--- src/rtl/mskg4mul_sched.sv ---
// Scheduler in front of a latency-1 masked GF(4) multiplier gadget: it arbitrates two requesters,
// pairs each issue with one fresh randomness word, and returns results in order through a 2-entry FIFO.
module mskg4mul_sched #(
    parameter int d = 2,
    localparam int RND = 2 * d * (d - 1)
) (
    input  logic           clk,
    input  logic           rst,
    input  logic [1:0]     req_valid,
    output logic [1:0]     req_ready,
    input  logic [d-1:0]   req_a0_0,
    input  logic [d-1:0]   req_a1_0,
    input  logic [d-1:0]   req_b0_0,
    input  logic [d-1:0]   req_b1_0,
    input  logic [d-1:0]   req_a0_1,
    input  logic [d-1:0]   req_a1_1,
    input  logic [d-1:0]   req_b0_1,
    input  logic [d-1:0]   req_b1_1,
    input  logic           rnd_valid,
    output logic           rnd_ready,
    input  logic [RND-1:0] rnd_in,
    output logic [d-1:0]   g_ina0,
    output logic [d-1:0]   g_ina1,
    output logic [d-1:0]   g_inb0,
    output logic [d-1:0]   g_inb1,
    output logic [d-1:0]   g_ina0_prev,
    output logic [d-1:0]   g_ina1_prev,
    output logic [RND-1:0] g_rnd,
    input  logic [d-1:0]   g_out0,
    input  logic [d-1:0]   g_out1,
    output logic           out_valid,
    input  logic           out_ready,
    output logic           out_id,
    output logic [d-1:0]   out_c0,
    output logic [d-1:0]   out_c1
);

    // FIFO entry layout: {id, c1 shares, c0 shares}
    localparam int EW = 2 * d + 1;

    if (d < 2) begin : g_d_check
        $error("mskg4mul_sched: d must be at least 2");
    end

    logic           ptr_r;
    logic           s1_valid_r;
    logic           s1_id_r;
    logic [d-1:0]   ina0_prev_r;
    logic [d-1:0]   ina1_prev_r;
    logic [1:0]     fifo_count_r;
    logic [EW-1:0]  fifo_e0_r;
    logic [EW-1:0]  fifo_e1_r;

    logic           winner_s;
    logic           pop_s;
    logic [2:0]     occ_s;
    logic           issue_s;
    logic [1:0]     fifo_count_s;
    logic [EW-1:0]  fifo_e0_s;
    logic [EW-1:0]  fifo_e1_s;
    logic [EW-1:0]  push_data_s;

    // Round-robin pick: the pointer only matters when both requesters are valid
    always_comb begin
        winner_s = 1'b0;
        if (req_valid == 2'b11) begin
            winner_s = ptr_r;
        end else if (req_valid[1]) begin
            winner_s = 1'b1;
        end else begin
            winner_s = 1'b0;
        end
    end

    // Results in flight after this cycle's pop must leave room for one more in the FIFO
    always_comb begin
        pop_s   = out_valid & out_ready;
        occ_s   = {1'b0, fifo_count_r} + {2'b00, s1_valid_r} - {2'b00, pop_s};
        issue_s = 1'b0;
        if (!rst && rnd_valid && (req_valid != 2'b00) && (occ_s <= 3'd1)) begin
            issue_s = 1'b1;
        end else begin
            issue_s = 1'b0;
        end
    end

    // Handshakes and gadget operands; idle cycles feed the gadget all-zero operands and randomness
    always_comb begin
        req_ready = 2'b00;
        rnd_ready = 1'b0;
        g_ina0    = {d{1'b0}};
        g_ina1    = {d{1'b0}};
        g_inb0    = {d{1'b0}};
        g_inb1    = {d{1'b0}};
        g_rnd     = {RND{1'b0}};
        if (issue_s) begin
            rnd_ready = 1'b1;
            g_rnd     = rnd_in;
            case (winner_s)
                1'b0: begin
                    req_ready = 2'b01;
                    g_ina0    = req_a0_0;
                    g_ina1    = req_a1_0;
                    g_inb0    = req_b0_0;
                    g_inb1    = req_b1_0;
                end
                1'b1: begin
                    req_ready = 2'b10;
                    g_ina0    = req_a0_1;
                    g_ina1    = req_a1_1;
                    g_inb0    = req_b0_1;
                    g_inb1    = req_b1_1;
                end
                default: begin
                    req_ready = 2'b00;
                end
            endcase
        end else begin
            req_ready = 2'b00;
        end
    end

    // Gadget stage tracking, arbitration pointer and previous-cycle a operand
    always_ff @(posedge clk or posedge rst) begin
        if (rst) begin
            ptr_r       <= 1'b0;
            s1_valid_r  <= 1'b0;
            s1_id_r     <= 1'b0;
            ina0_prev_r <= {d{1'b0}};
            ina1_prev_r <= {d{1'b0}};
        end else begin
            s1_valid_r  <= issue_s;
            s1_id_r     <= issue_s & winner_s;
            ptr_r       <= issue_s ? ~ptr_r : ptr_r;
            ina0_prev_r <= g_ina0;
            ina1_prev_r <= g_ina1;
        end
    end

    assign g_ina0_prev = ina0_prev_r;
    assign g_ina1_prev = ina1_prev_r;

    // FIFO next state; vacated slots are zeroed so an empty head reads as zero
    always_comb begin
        push_data_s  = {s1_id_r, g_out1, g_out0};
        fifo_count_s = fifo_count_r;
        fifo_e0_s    = fifo_e0_r;
        fifo_e1_s    = fifo_e1_r;
        case ({s1_valid_r, pop_s})
            2'b11: begin
                if (fifo_count_r == 2'd2) begin
                    fifo_e0_s = fifo_e1_r;
                    fifo_e1_s = push_data_s;
                end else begin
                    fifo_e0_s = push_data_s;
                    fifo_e1_s = {EW{1'b0}};
                end
            end
            2'b10: begin
                if (fifo_count_r == 2'd0) begin
                    fifo_e0_s    = push_data_s;
                    fifo_count_s = 2'd1;
                end else if (fifo_count_r == 2'd1) begin
                    fifo_e1_s    = push_data_s;
                    fifo_count_s = 2'd2;
                end else begin
                    fifo_count_s = fifo_count_r;
                end
            end
            2'b01: begin
                fifo_e0_s    = fifo_e1_r;
                fifo_e1_s    = {EW{1'b0}};
                fifo_count_s = fifo_count_r - 2'd1;
            end
            default: begin
                fifo_count_s = fifo_count_r;
            end
        endcase
    end

    // Output FIFO storage
    always_ff @(posedge clk or posedge rst) begin
        if (rst) begin
            fifo_count_r <= 2'd0;
            fifo_e0_r    <= {EW{1'b0}};
            fifo_e1_r    <= {EW{1'b0}};
        end else begin
            fifo_count_r <= fifo_count_s;
            fifo_e0_r    <= fifo_e0_s;
            fifo_e1_r    <= fifo_e1_s;
        end
    end

    // Result stream from the FIFO head, forced to zero when empty
    always_comb begin
        out_valid = (fifo_count_r != 2'd0);
        if (out_valid) begin
            out_id = fifo_e0_r[EW-1];
            out_c1 = fifo_e0_r[2*d-1:d];
            out_c0 = fifo_e0_r[d-1:0];
        end else begin
            out_id = 1'b0;
            out_c1 = {d{1'b0}};
            out_c0 = {d{1'b0}};
        end
    end

endmodule
--- config.mk ---
export PLATFORM = sky130hd
export DESIGN_NAME = mskg4mul_sched
export DESIGN_NICKNAME = d
export VERILOG_FILES = /design/src/rtl/mskg4mul_sched.sv
export SDC_FILE = /design/constraint.sdc
export NUM_CORES = 1
export LEC_CHECK = 0
export ABC_AREA = 1
export ABC_CLOCK_PERIOD_IN_PS = 5200
export BUFFER_PORTS_ARGS = -buffer_cell sky130_fd_sc_hd__buf_2
export CORE_ASPECT_RATIO = 2
export CORE_MARGIN = 3
export CORE_UTILIZATION = 50
export DETAILED_ROUTE_END_ITERATION = 16
export PLACE_DENSITY = 0.86
export SYNTH_ARGS = -nofsm -noshare
export SYNTH_HDL_FRONTEND = slang
export SYNTH_SLANG_ARGS = --single-unit
--- constraint.sdc ---
create_clock -name clk -period 5.2 [get_ports clk]
set_input_delay 1.04 -clock clk [delete_from_list [all_inputs] [get_ports clk]]
set_output_delay 1.04 -clock clk [all_outputs]
set_load 0.05 [all_outputs]
After elaboration in Yosys (flattened, before gate mapping)

Cells that the tools add are included.

Bits in registers: 19
Latch bits: 0
Bits in writable memories: 0
Memory bits (read-only): 0
Bits of input ports: 30
Output and inout port bits: 25
Memories: 0

$add $sub $neg: 3
Multipliers: 0
Divide/modulo/power cells: 0
Order comparisons: 1
Equality and inequality tests: 10
Shift-type cells: 0
Mux-type cells: 28
Bitwise gates (word level): 4
Reductions and logical operators: 12

Operators with widths:

| cell                | number |
|---|---|
| $pmux 5 s3          | 2 |
| $mux 5              | 5 |
| $pmux 2 s2          | 6 |
| $mux 2              | 9 |
| $eq 2x2->1 const B  | 4 |
| $ne 2x2->1 const B  | 3 |
| $reduce_bool 2->1   | 3 |
| $mux 1              | 5 |
| $eq 2x1->1 const B  | 2 |
| $mux 4              | 1 |
| $reduce_and 2->1    | 2 |
| $add 2x1->3         | 1 |
| $le 3x1->1 const B  | 1 |
| $logic_and 1x1->1   | 3 |
| $ne 3x3->1 const B  | 1 |
| $reduce_and 3->1    | 1 |
| $reduce_bool 3->1   | 1 |
| $sub 3x1->3         | 1 |
| $and 1x1->1         | 2 |
| $logic_not 2->1     | 1 |
| $not 1->1           | 2 |
| $sub 2x1->2 const B | 1 |
| $logic_not 1->1     | 1 |

Longest topological paths before layout

Gate-level depths: netlist of the first run.

Depth after elaboration: 7
Mapped depth: 16
Depth with buffers taken out: 14

Least setup slack after synthesis of the first run

OpenSTA, ideal clock, no wires.

Kind: input -> output
Start point: in out_ready
End point: out g_ina0[0]
Arrival time: 3.421 ns
Required time: 4.160 ns
Path slack: 0.739 ns
Stages: 11
Path buffers: 2
Cell sequence: clkbuf_16 nand2_8 buf_12 xor2_1 ha_1 inv_1 fa_1 nand3_2 nor3_4 nand2_1 inv_1

Longest elaborated chain between the ends: 6

Ends and longest elaborated chain:

| what               | line | source |
|---|---|---|
| start: declaration | 32   | `input logic out_ready,` |
| $and 1x1->1        | 77   | `pop_s = out_valid & out_ready;` |
| $sub 3x1->3        | 78   | `occ_s = {1'b0, fifo_count_r} + {2'b00, s1_valid_r} - {2'b00, pop_s};` |
| $le 3x1->1         | 80   | `if (!rst && rnd_valid && (req_valid != 2'b00) && (occ_s <= 3'd1)) begin` |
| $logic_and 1x1->1  | 80   |  |
| $mux 1             | 80   |  |
| $mux 2             | 96   | `if (issue_s) begin` |
| end: declaration   | 22   | `output logic [d-1:0] g_ina0,` |

No other way between the ends.

Worst setup path in the final report of the first run

Start point: reg fifo_count_r[0]
End point: out g_ina0[1]

Longest elaborated chain between the ends: 7
Elaborated cells on any way between the ends: 8

Ends and longest elaborated chain:

| what                                                | line | source |
|---|---|---|
| start: declaration                                  | 50   | `logic [1:0] fifo_count_r;` |
| start signal: assignment                            | 188  | `fifo_count_r <= fifo_count_s;` |
| branches (longest 2 deep; another with $add 2x1->3) | n/a  |  |
| $sub 3x1->3 *                                       | 78   |  |
| $le 3x1->1 *                                        | 80   |  |
| $logic_and 1x1->1 *                                 | 80   |  |
| $mux 1 *                                            | 80   |  |
| $mux 2 *                                            | 96   |  |

Every way passes the cells marked *.

==> flow_summary.json, run 1 <==
{
  "outcome": "finished clean",
  "fmax_mhz": 217,
  "maxSlewViolCount": 0,
  "p_int_w": 0.000438,
  "r2r_start": "fifo_count_r[0]$_DFFE_PP0P_",
  "avgSynthCellArea_um2": 7.33,
  "ys_types": 28,
  "worst-path-max-fanout": 11,
  "grt_usage": 0.206,
  "cts_buffer_depth": 2,
  "tightest_slew_ps": 750,
  "fin_crit_sh": 0.884,
  "die_h_um": 85.8,
  "grt_pass1_vias": 1496,
  "drc": 0,
  "ys_ff_latch": 19,
  "crit_slowest_cell": "ha_1",
  "synth_top_area_share": 0.299,
  "place_area_mm2": 0.00181,
  "leakage_nw": 1.16,
  "worstPathCellList": "inv_1 -> ha_1 -> inv_12 -> nand2_8 -> xor2_1 -> ha_1 -> inv_1 -> fa_1 -> nand3_2 -> nor3_4 -> nand2_1 -> inv_1 -> buf_2",
  "grt_pass1_wl_um": 6150,
  "finalPower_w": 0.00100,
  "hold_viol": 0,
  "postCtsSetupRepairBufs": 0,
  "syn-instance-count": 217,
  "synth_nets": 252,
  "p_clk_frac": 0.103,
  "clk_pin_slew_ps": 70,
  "cp_slowest_stage_delay_ps": 610,
  "clock_sinks": 19,
  "worstSetupStartpointType": "flip-flop",
  "design_area_mm2": 0.00186,
  "cp_top_family": "adder cells",
  "wl_um": 3450,
  "crit_path_end_kind": "output pin",
  "die-area_mm2": 0.00393,
  "critPathLaunch": "fifo_count_r[0]$_DFFE_PP0P_",
  "htreeDepth": 1,
  "cpMostUsedCell": "inv_1",
  "grt_max_degree": 21,
  "layout-drive-gt1-share": 0.335,
  "area_growth_pct": 16.8,
  "pin_count": 55,
  "antenna_found_initial": 0,
  "slew_headroom": 0.497,
  "first_pass_iters": 4,
  "syn_area_mm2": 0.00159,
  "io_buffers": 54,
  "start_util": 0.528,
  "arrival_ps": 3560,
  "power.density_mw_per_mm2": 539,
  "avgRoutedWirePerCell_um": 11.5,
  "core_mm2": 0.00301,
  "ys_seq_area_frac": 0.299,
  "nets": 305,
  "crit_type": "flip-flop to output pin",
  "rsz0062_at_grt": "no",
  "die_w_um": 45.9,
  "setup-violations-final": 0,
  "cp.required_ps": 4160,
  "p_sw_w": 0.000564,
  "seqPwrFrac": 0.252,
  "cts_buffers": 3,
  "yosys_warnings": 0,
  "vias": 1531,
  "maxCapViolations": 0,
  "drtAntennaViolNets": 0,
  "fin_util": 0.616,
  "critPathBufInv": 5,
  "cts_tree": "yes",
  "avgViaCountPerCell": 5.12,
  "dpl.hpwl_um": 2770,
  "ir_worst_vdd_mv": 0.266,
  "finClkSkew_ps": 2.99,
  "routabilityCongestion": 0.854,
  "p_comb_frac": 0.645,
  "n_antenna_cell": 0,
  "synth_largest_area_cell": "dfrtp_1",
  "rows": 28,
  "grt-ovfl-total": 0,
  "cts-root-buf": "clkbuf_8",
  "min_path_type": "flip-flop to flip-flop",
  "synthTopCellsByArea": "dfrtp_1 30%, nand2_1 14%, nor2_1 7.8%",
  "hold_ws_ps": 505,
  "cts_hold_buffers": 0,
  "period_needed_ps": 4600,
  "drt-initial-drc-count": 18,
  "cts_resized": 0,
  "switching_share": 0.563,
  "setup_tns_ps": 0,
  "worstSkewPairLatency_ps": 260,
  "min_from": "ptr_r$_DFFE_PP0P_"
}
[Yosys cell counts, drive strengths merged]
cell and instances:
a21oi 1, a31oi 1, buf 5, clkbuf 1, clkinv 1, dfrtp 19, fa 1, ha 4
inv 35, nand2 67, nand3 29, nand4 5, nor2 43, nor3 1, o211ai 1, o21ai 1
or2 1, xor2 1
[worst reg2reg max path: stages (launching register included)]
cell and delay [ps]:
dfrtp_1 430, inv_1 140, ha_1 610, inv_12 80
nand2_8 160, xor2_1 180, ha_1 170, inv_1 50
fa_1 490, nand3_2 110, nor3_4 430, nand2_1 110
inv_1 80
[sequential cells by signal, summed over array words and instances (netlist names)]
name,flops
g_ina0_prev,2
g_ina1_prev,2
s1_id_r,1
ptr_r,1
fifo_e1_r,5
fifo_e0_r,5
fifo_count_r,2
s1_valid_r,1
[routing by layer]
metal / wire length (µm) / vias up / GRT usage
met1: 1240 / 670 / 0.215
met5: 0 / - / 0
met4: 193 / 0 / 0.145
met3: 256 / 16 / 0.0336
met2: 1760 / 77 / 0.348
li1: - / 768 / -
[final cells by class]
type / count / area [µm²]
clock buffer: 4 / 45.0
sequential: 19 / 475
timing repair buffer: 54 / 270
tap: 30 / 37.5
multi-input combinational: 156 / 868
inverter: 36 / 160
fill: 284 / 1160
[stage by stage]
stage	instances	setup WS (ps)
6_report	299	602
3_3_place_gp	295	943
4_1_cts	299	556
3_5_place_dp	295	869
5_1_grt	299	333
2_1_floorplan	217	739
[final timing paths]
check	endpoint	slack, ps	cells past startpoint
max	g_ina0[1]	600	13
min	ptr_r$_DFFE_PP0P_	510	2
min reg2reg	ptr_r$_DFFE_PP0P_	510	2
max in group asynchronous	g_ina0_prev[0]$_DFF_PP0_	4030	2
max reg2reg	g_ina0_prev[1]$_DFF_PP0_	2100	12
min in group asynchronous	ptr_r$_DFFE_PP0P_	810	2
[placed cells by master (no fill, tap or decap)]
cell,count
clkbuf_8,3
inv_2,1
dfrtp_1,19
o211ai_4,1
buf_2,54
nor2_1,33
nand3_2,11
nand2_2,3
clkinv_1,1
or2_1,1
nand3_1,17
xor2_1,1
inv_1,32
o21ai_0,1
nand2_1,61
nand2_4,1
clkbuf_1,1
nand3_4,1
ha_1,4
a31oi_1,1
nor3_4,1
inv_12,2
nand2_8,2
fa_1,1
nand4_1,5
nor2_2,10
a21oi_1,1
[power by group through the flow]
stage                     sequential (W)  combinational (W)  clock [W]
final                           0.000252           0.000646   0.000103
after global routing            0.000261           0.000715   0.000114
after CTS                       0.000252           0.000652   0.000109
after detailed placement        0.000255           0.000650          0
after global placement          0.000253           0.000638          0
after floorplan                 0.000246           0.000556          0
[kinds of logic (layout without fill, tap and decap cells)]
kind of cell	after synthesis	after routing	synth area share
buffers and inverters	42	94	0.155
XOR/XNOR	1	1	0.00551
AO/OA/AOI/OAI	4	4	0.0236
flip-flops	19	19	0.299
AND/OR/NAND/NOR	146	146	0.473
adder cells (fa/ha/maj)	5	5	0.0441
(Power assumes the default switching activity.)
==> run 2, diff against run 1 <==
==> config.mk (replaced) <==
export PLATFORM = sky130hd
export DESIGN_NAME = mskg4mul_sched
export DESIGN_NICKNAME = d
export VERILOG_FILES = /design/src/rtl/mskg4mul_sched.sv
export SDC_FILE = /design/constraint.sdc
export NUM_CORES = 1
export LEC_CHECK = 0
export ABC_CLOCK_PERIOD_IN_PS = 5200
export BUFFER_PORTS_ARGS = -buffer_cell sky130_fd_sc_hd__buf_2
export CORE_MARGIN = 3
export CORE_UTILIZATION = 49
export DETAILED_ROUTE_END_ITERATION = 16
export PLACE_DENSITY = 0.89
export SYNTH_ARGS = -nofsm -noshare
export SYNTH_HDL_FRONTEND = slang
export SYNTH_SLANG_ARGS = --single-unit
==> run 2 against run 1 <==
Setup slack worse by 180 ps. Die area shrank 22%. Global-route usage shrank 2.2 points. Worst hold slack better by 7.6 ps. Largest cell class unchanged. Largest power group unchanged.
==> flow_summary.json, run 2 <==
{
  "outcome": "finished clean",
  "grt_pass1_vias": 1145,
  "finClkSkew_ps": 1.43,
  "ys_seq_area_frac": 0.399,
  "htreeDepth": 1,
  "yosysMostFrequentCell": "dfrtp_1",
  "avgSynthCellArea_um2": 9.93,
  "r2r_start": "fifo_count_r[1]$_DFFE_PP0P_",
  "drc": 0,
  "min_path_type": "flip-flop to flip-flop",
  "cts_tree": "yes",
  "area_growth_pct": 24.5,
  "clock_sinks": 19,
  "maxCapViolations": 0,
  "drt-initial-drc-count": 17,
  "dpl.hpwl_um": 2100,
  "vias": 1086,
  "ys_ff_latch": 19,
  "start_util": 0.528,
  "antenna_found_initial": 0,
  "core_mm2": 0.00225,
  "grt_pass1_wl_um": 4740,
  "rsz0062_at_grt": "no",
  "hold_viol": 0,
  "maxSlewViolCount": 0,
  "setup-violations-final": 0,
  "multiInputGateArea_um2": 648,
  "slew_headroom": 0.327,
  "n_antenna_cell": 0,
  "worstSkewPairLatency_ps": 290,
  "synth_top_area_share": 0.399,
  "reg2reg_slack_ps": 1970,
  "synth_commonest_cells": "19 x dfrtp_1, 9 x a21oi_1, 9 x nand3b_1, 8 x nor2b_1, 8 x o21ai_1",
  "endpoint": "g_ina1[0]",
  "drtAntennaViolNets": 0,
  "regArea_um2": 475,
  "synth_nets": 155,
  "die-area_mm2": 0.00306,
  "crit_type": "flip-flop to output pin",
  "r2r_end": "g_ina1_prev[0]$_DFF_PP0_",
  "largest_registers": "fifo_e0_r (5), fifo_e1_r (5)",
  "ys_types": 36,
  "yosys_warnings": 0,
  "fin_crit_sh": 0.918,
  "layout-drive-gt1-share": 0.395,
  "clk_pin_slew_ps": 110,
  "crit_path_end_kind": "output pin",
  "final_cell_mix": "54 x buf_2, 19 x dfrtp_1, 9 x nand3b_1, 9 x a21oi_1",
  "wl_um": 2670,
  "leakage_nw": 0.786,
  "power.density_mw_per_mm2": 516,
  "cts_buffers": 3,
  "cp.required_ps": 4160,
  "avgViaCountPerCell": 5.43,
  "worstSetupStartpointType": "flip-flop",
  "cts_hold_buffers": 0,
  "grt_usage": 0.184,
  "critPathLaunch": "fifo_count_r[1]$_DFFE_PP0P_",
  "setup_tns_ps": 0,
  "syn-instance-count": 120,
  "fillers": 195,
  "syn_area_mm2": 0.00119,
  "avgRoutedWirePerCell_um": 13.4,
  "routabilityCongestion": 0.765,
  "synthTopCellsByArea": "dfrtp_1 40%, nand3b_1 5.7%, ha_1 4.2%",
  "first_pass_iters": 4,
  "rr_worst_depth": 11,
  "die_w_um": 55.3,
  "synthArstFlopShare": 1.00,
  "grt_max_degree": 20,
  "arrival_ps": 3730,
  "grt-ovfl-total": 0,
  "fin_util": 0.658,
  "layout_commonest_cell": "buf_2",
  "postCtsSetupRepairBufs": 0,
  "ir_worst_vdd_mv": 0.273,
  "tightest_slew_ps": 1010,
  "worst-path-max-fanout": 15,
  "fmax_mhz": 209,
  "rows": 17,
  "die_h_um": 55.3,
  "cts_buffer_depth": 2,
  "period_needed_ps": 4770,
  "nets": 208,
  "cts_resized": 0,
  "synthFlopType": "dfrtp_1",
  "io_buffers": 54,
  "synth_edf_count": 0,
  "synth_largest_area_cell": "dfrtp_1",
  "pin_count": 55,
  "cts-root-buf": "clkbuf_4"
}
==> run 2: worst min path at each step <==
stage                                   startpoint  slack (ps)                        to  cells past startpoint
after floorplan           fifo_e1_r[0]$_DFFE_PP0P_         460  fifo_e1_r[0]$_DFFE_PP0P_                      1
after global placement    fifo_e1_r[0]$_DFFE_PP0P_         480  fifo_e1_r[0]$_DFFE_PP0P_                      1
after detailed placement  fifo_e1_r[0]$_DFFE_PP0P_         490  fifo_e1_r[0]$_DFFE_PP0P_                      1
after CTS                 fifo_e1_r[0]$_DFFE_PP0P_         520  fifo_e1_r[0]$_DFFE_PP0P_                      1
after global routing      fifo_e1_r[4]$_DFFE_PP0P_         540  fifo_e1_r[4]$_DFFE_PP0P_                      1
final                     fifo_e1_r[0]$_DFFE_PP0P_         510  fifo_e1_r[0]$_DFFE_PP0P_                      1
==> run 2: kinds of logic after synthesis <==
group | share of synthesized area
XOR/XNOR | 0.0284
AND/OR/NAND/NOR | 0.224
flip-flops | 0.399
buffers and inverters | 0.0567
adder cells (fa/ha/maj) | 0.0588
multiplexers | 0.0347
AO/OA/AOI/OAI | 0.199
==> run 2: cell type report <==
| cell class | count | area share |
|---|---|---|
| clock buffer | 3 | 0.0152 |
| clock inverter | 1 | 0.00338 |
| inverter | 7 | 0.0177 |
| multi-input combinational | 88 | 0.437 |
| sequential | 19 | 0.321 |
| tap | 28 | 0.0236 |
| timing repair buffer | 54 | 0.182 |
==> run 2: metal layers <==
metal  track usage  part of all wire  routed length, µm  vias to the layer above
met5             0                 0                  0                        -
met4        0.0799             0.010                 27                        0
met3        0.0280             0.082                218                        2
met2         0.297              0.46               1240                       54
met1         0.245              0.44               1180                      498
li1              -                 -                  -                      532
==> run 2: per-stage QoR <==
stage                     hold slack (ps)  power [W]  cells  cell area (µm²)  setup slack (ps)
final                                 513   0.000765    200             1480               427
after global placement                481   0.000676    196             1460               798
after global routing                  542   0.000824    200             1480               146
after detailed placement              493   0.000694    196             1460               711
after floorplan                       465   0.000603    120             1190               385
after CTS                             518   0.000770    200             1480               411
==> run 2: power by group <==
| part | switching (W) | leakage (nW) | internal (W) |
|---|---|---|---|
| combinational | 0.000304 | 0.520 | 0.000161 |
| sequential | 0.0000371 | 0.249 | 0.000188 |
| clock | 0.0000459 | 0.0177 | 0.0000286 |
| total | 0.000387 | 0.786 | 0.000378 |
==> run 2: critical path, stage by stage (launching register included) <==
cell,delay (ps)
dfrtp_1,480
inv_1,140
ha_1,480
inv_2,130
nand2_1,120
xnor2_1,130
ha_1,170
inv_1,50
fa_1,470
nand3b_1,90
or4_4,650
a21oi_1,230
buf_2,300
==> run 3, diff against run 2 <==
--- a/config.mk
+++ b/config.mk
@@ -6,11 +6,11 @@
 export NUM_CORES = 1
 export LEC_CHECK = 0
 export ABC_CLOCK_PERIOD_IN_PS = 5200
-export BUFFER_PORTS_ARGS = -buffer_cell sky130_fd_sc_hd__buf_2
 export CORE_MARGIN = 3
-export CORE_UTILIZATION = 49
+export CORE_UTILIZATION = 50
 export DETAILED_ROUTE_END_ITERATION = 16
-export PLACE_DENSITY = 0.89
+export DONT_BUFFER_PORTS = 1
+export PLACE_DENSITY = 0.71
 export SYNTH_ARGS = -nofsm -noshare
 export SYNTH_HDL_FRONTEND = slang
 export SYNTH_SLANG_ARGS = --single-unit
==> run 3 against run 2 <==
First-iteration DRC count down 29%. Via count down 17%. Combinational power down 9.7%. Sequential share of layout area up 5.0 points. Clock power up 4.2%. Sequential power up 4%. Worst hold slack worse by 2.0 ps. Global-route usage down 0.80 points. Critical path type unchanged. Count of clock-buffer cells in the layout unchanged.
==> flow_summary.json, run 3 (synthesis results as in run 2) <==
{
  "avgRoutedWirePerCell_um": 16.4,
  "cp.required_ps": 4160,
  "worst-path-max-fanout": 15,
  "crit_path_end_kind": "output pin",
  "cp.depth": 12,
  "io_buffers": 0,
  "fin_crit_sh": 0.930,
  "crit_type": "flip-flop to output pin",
  "dp_slack_ps": 517,
  "min_from": "ptr_r$_DFFE_PP0P_",
  "die_h_um": 54.8,
  "avgViaCountPerCell": 5.83,
  "maxCapViolations": 0,
  "final_cell_mix": "19 x dfrtp_1, 9 x nand3b_1, 9 x a21oi_1, 9 x buf_4",
  "grt_usage": 0.177,
  "grt-ovfl-total": 0,
  "drc": 0,
  "die-area_mm2": 0.00300,
  "hold_viol": 0,
  "cts_tree": "yes",
  "fin_ws_ps": 366,
  "nets": 163,
  "rr_worst_depth": 11,
  "r2r_end": "s1_id_r$_DFF_PP0_",
  "dpl.hpwl_um": 1890,
  "largest_registers": "fifo_e0_r (5), fifo_e1_r (5)",
  "worstPathCellList": "inv_1 -> ha_2 -> inv_2 -> nand2_1 -> xnor2_1 -> ha_1 -> inv_1 -> fa_1 -> nand3b_1 -> or4_4 -> inv_2 -> and2_1",
  "postCtsSetupRepairBufs": 0,
  "vias": 903,
  "hold_end": "ptr_r$_DFFE_PP0P_",
  "maxSlewViolCount": 0,
  "crit_slowest_cell": "or4_4",
  "min_path_type": "flip-flop to flip-flop",
  "finClkSkew_ps": 6.62,
  "core_mm2": 0.00223,
  "setup_tns_ps": 0,
  "ir_worst_vdd_mv": 0.369,
  "area_growth_pct": 7.67,
  "htreeDepth": 1,
  "multiInputGateArea_um2": 651,
  "cts_buffer_depth": 2,
  "clock_sinks": 19,
  "antenna_found_initial": 0,
  "drtAntennaViolNets": 0,
  "pin_count": 55,
  "layout_commonest_cell": "dfrtp_1",
  "cp_slowest_stage_delay_ps": 650,
  "fillers": 200,
  "regArea_um2": 475,
  "slew_headroom": 0.300,
  "critPathBufInv": 4,
  "outcome": "finished clean",
  "n_antenna_cell": 0,
  "cp_top_family": "simple AND/OR/NAND/NOR gates",
  "period_needed_ps": 4830,
  "clk_pin_slew_ps": 110,
  "tightest_slew_ps": 1050,
  "arrival_ps": 3790,
  "r2r_start": "fifo_count_r[1]$_DFFE_PP0P_",
  "routabilityCongestion": 0.803,
  "finalPower_w": 0.000732,
  "drt-initial-drc-count": 12,
  "leakage_nw": 0.589,
  "die_w_um": 54.8,
  "wl_um": 2540,
  "cts_buffers": 3,
  "power.density_mw_per_mm2": 571,
  "rsz0062_at_grt": "no",
  "grt_pass1_vias": 805,
  "fmax_mhz": 207,
  "grt_max_degree": 20,
  "worstSetupStartpointType": "flip-flop",
  "layout-drive-gt1-share": 0.189,
  "setup-violations-final": 0,
  "first_pass_iters": 4,
  "whs_path_depth": 1,
  "worstSkewPairLatency_ps": 310,
  "reg2reg_slack_ps": 1610,
  "cts-root-buf": "clkbuf_4",
  "grt_pass1_wl_um": 3750,
  "start_util": 0.533,
  "rows": 17
}
-- run 3: cell types whose count changed in the layout (fill, tap and decap cells not counted), sizes merged --
cell	delta
buf	-45
-- run 3: final cells by class --
type,instances,area share
Tap cell,28,0.0273
Clock buffer,3,0.0176
Clock inverter,1,0.00390
Timing Repair Buffer,9,0.0527
Multi-Input combinational cell,88,0.507
Sequential cell,19,0.371
Inverter,7,0.0205
-- run 3: repair_timing --
item | in CTS | in global routing
endpoints found under the setup margin | 0 | 6
endpoints found under the hold margin | 0 | 0
gates resized for setup | 0 | 1
hold buffers | 0 | 0
-- run 3: worst max-delay path by stage --
stage,from,to
floorplan,out_ready,g_ina0[0]
global placement,fifo_count_r[1]$_DFFE_PP0P_,req_ready[0]
detailed placement,fifo_count_r[1]$_DFFE_PP0P_,g_rnd[2]
CTS,fifo_count_r[1]$_DFFE_PP0P_,g_rnd[2]
global route,fifo_count_r[1]$_DFFE_PP0P_,g_rnd[0]
finish,fifo_count_r[1]$_DFFE_PP0P_,g_rnd[2]
-- run 3: stage by stage --
step | instances | instance area, µm² | hold slack [ps] | utilization
6_report | 155 | 1280 | 511 | 0.574
3_5_place_dp | 151 | 1250 | 492 | 0.561
3_3_place_gp | 151 | 1250 | 490 | 0.561
4_1_cts | 155 | 1280 | 513 | 0.573
2_1_floorplan | 120 | 1190 | 465 | -
5_1_grt | 155 | 1280 | 547 | 0.574
-- run 3: metal layers --
metal | vias to the layer above | track usage | share of wire
met2 | 34 | 0.278 | 0.50
met4 | 0 | 0.0373 | 0.0039
li1 | 436 | - | -
met1 | 431 | 0.224 | 0.42
met3 | 2 | 0.0736 | 0.080
met5 | - | 0 | 0
-- run 3: report_power, final --
part	leakage (nW)	internal [W]	switching, W
Clock	0.0177	0.0000287	0.0000489
Sequential	0.249	0.000188	0.0000467
Combinational	0.322	0.000138	0.000282
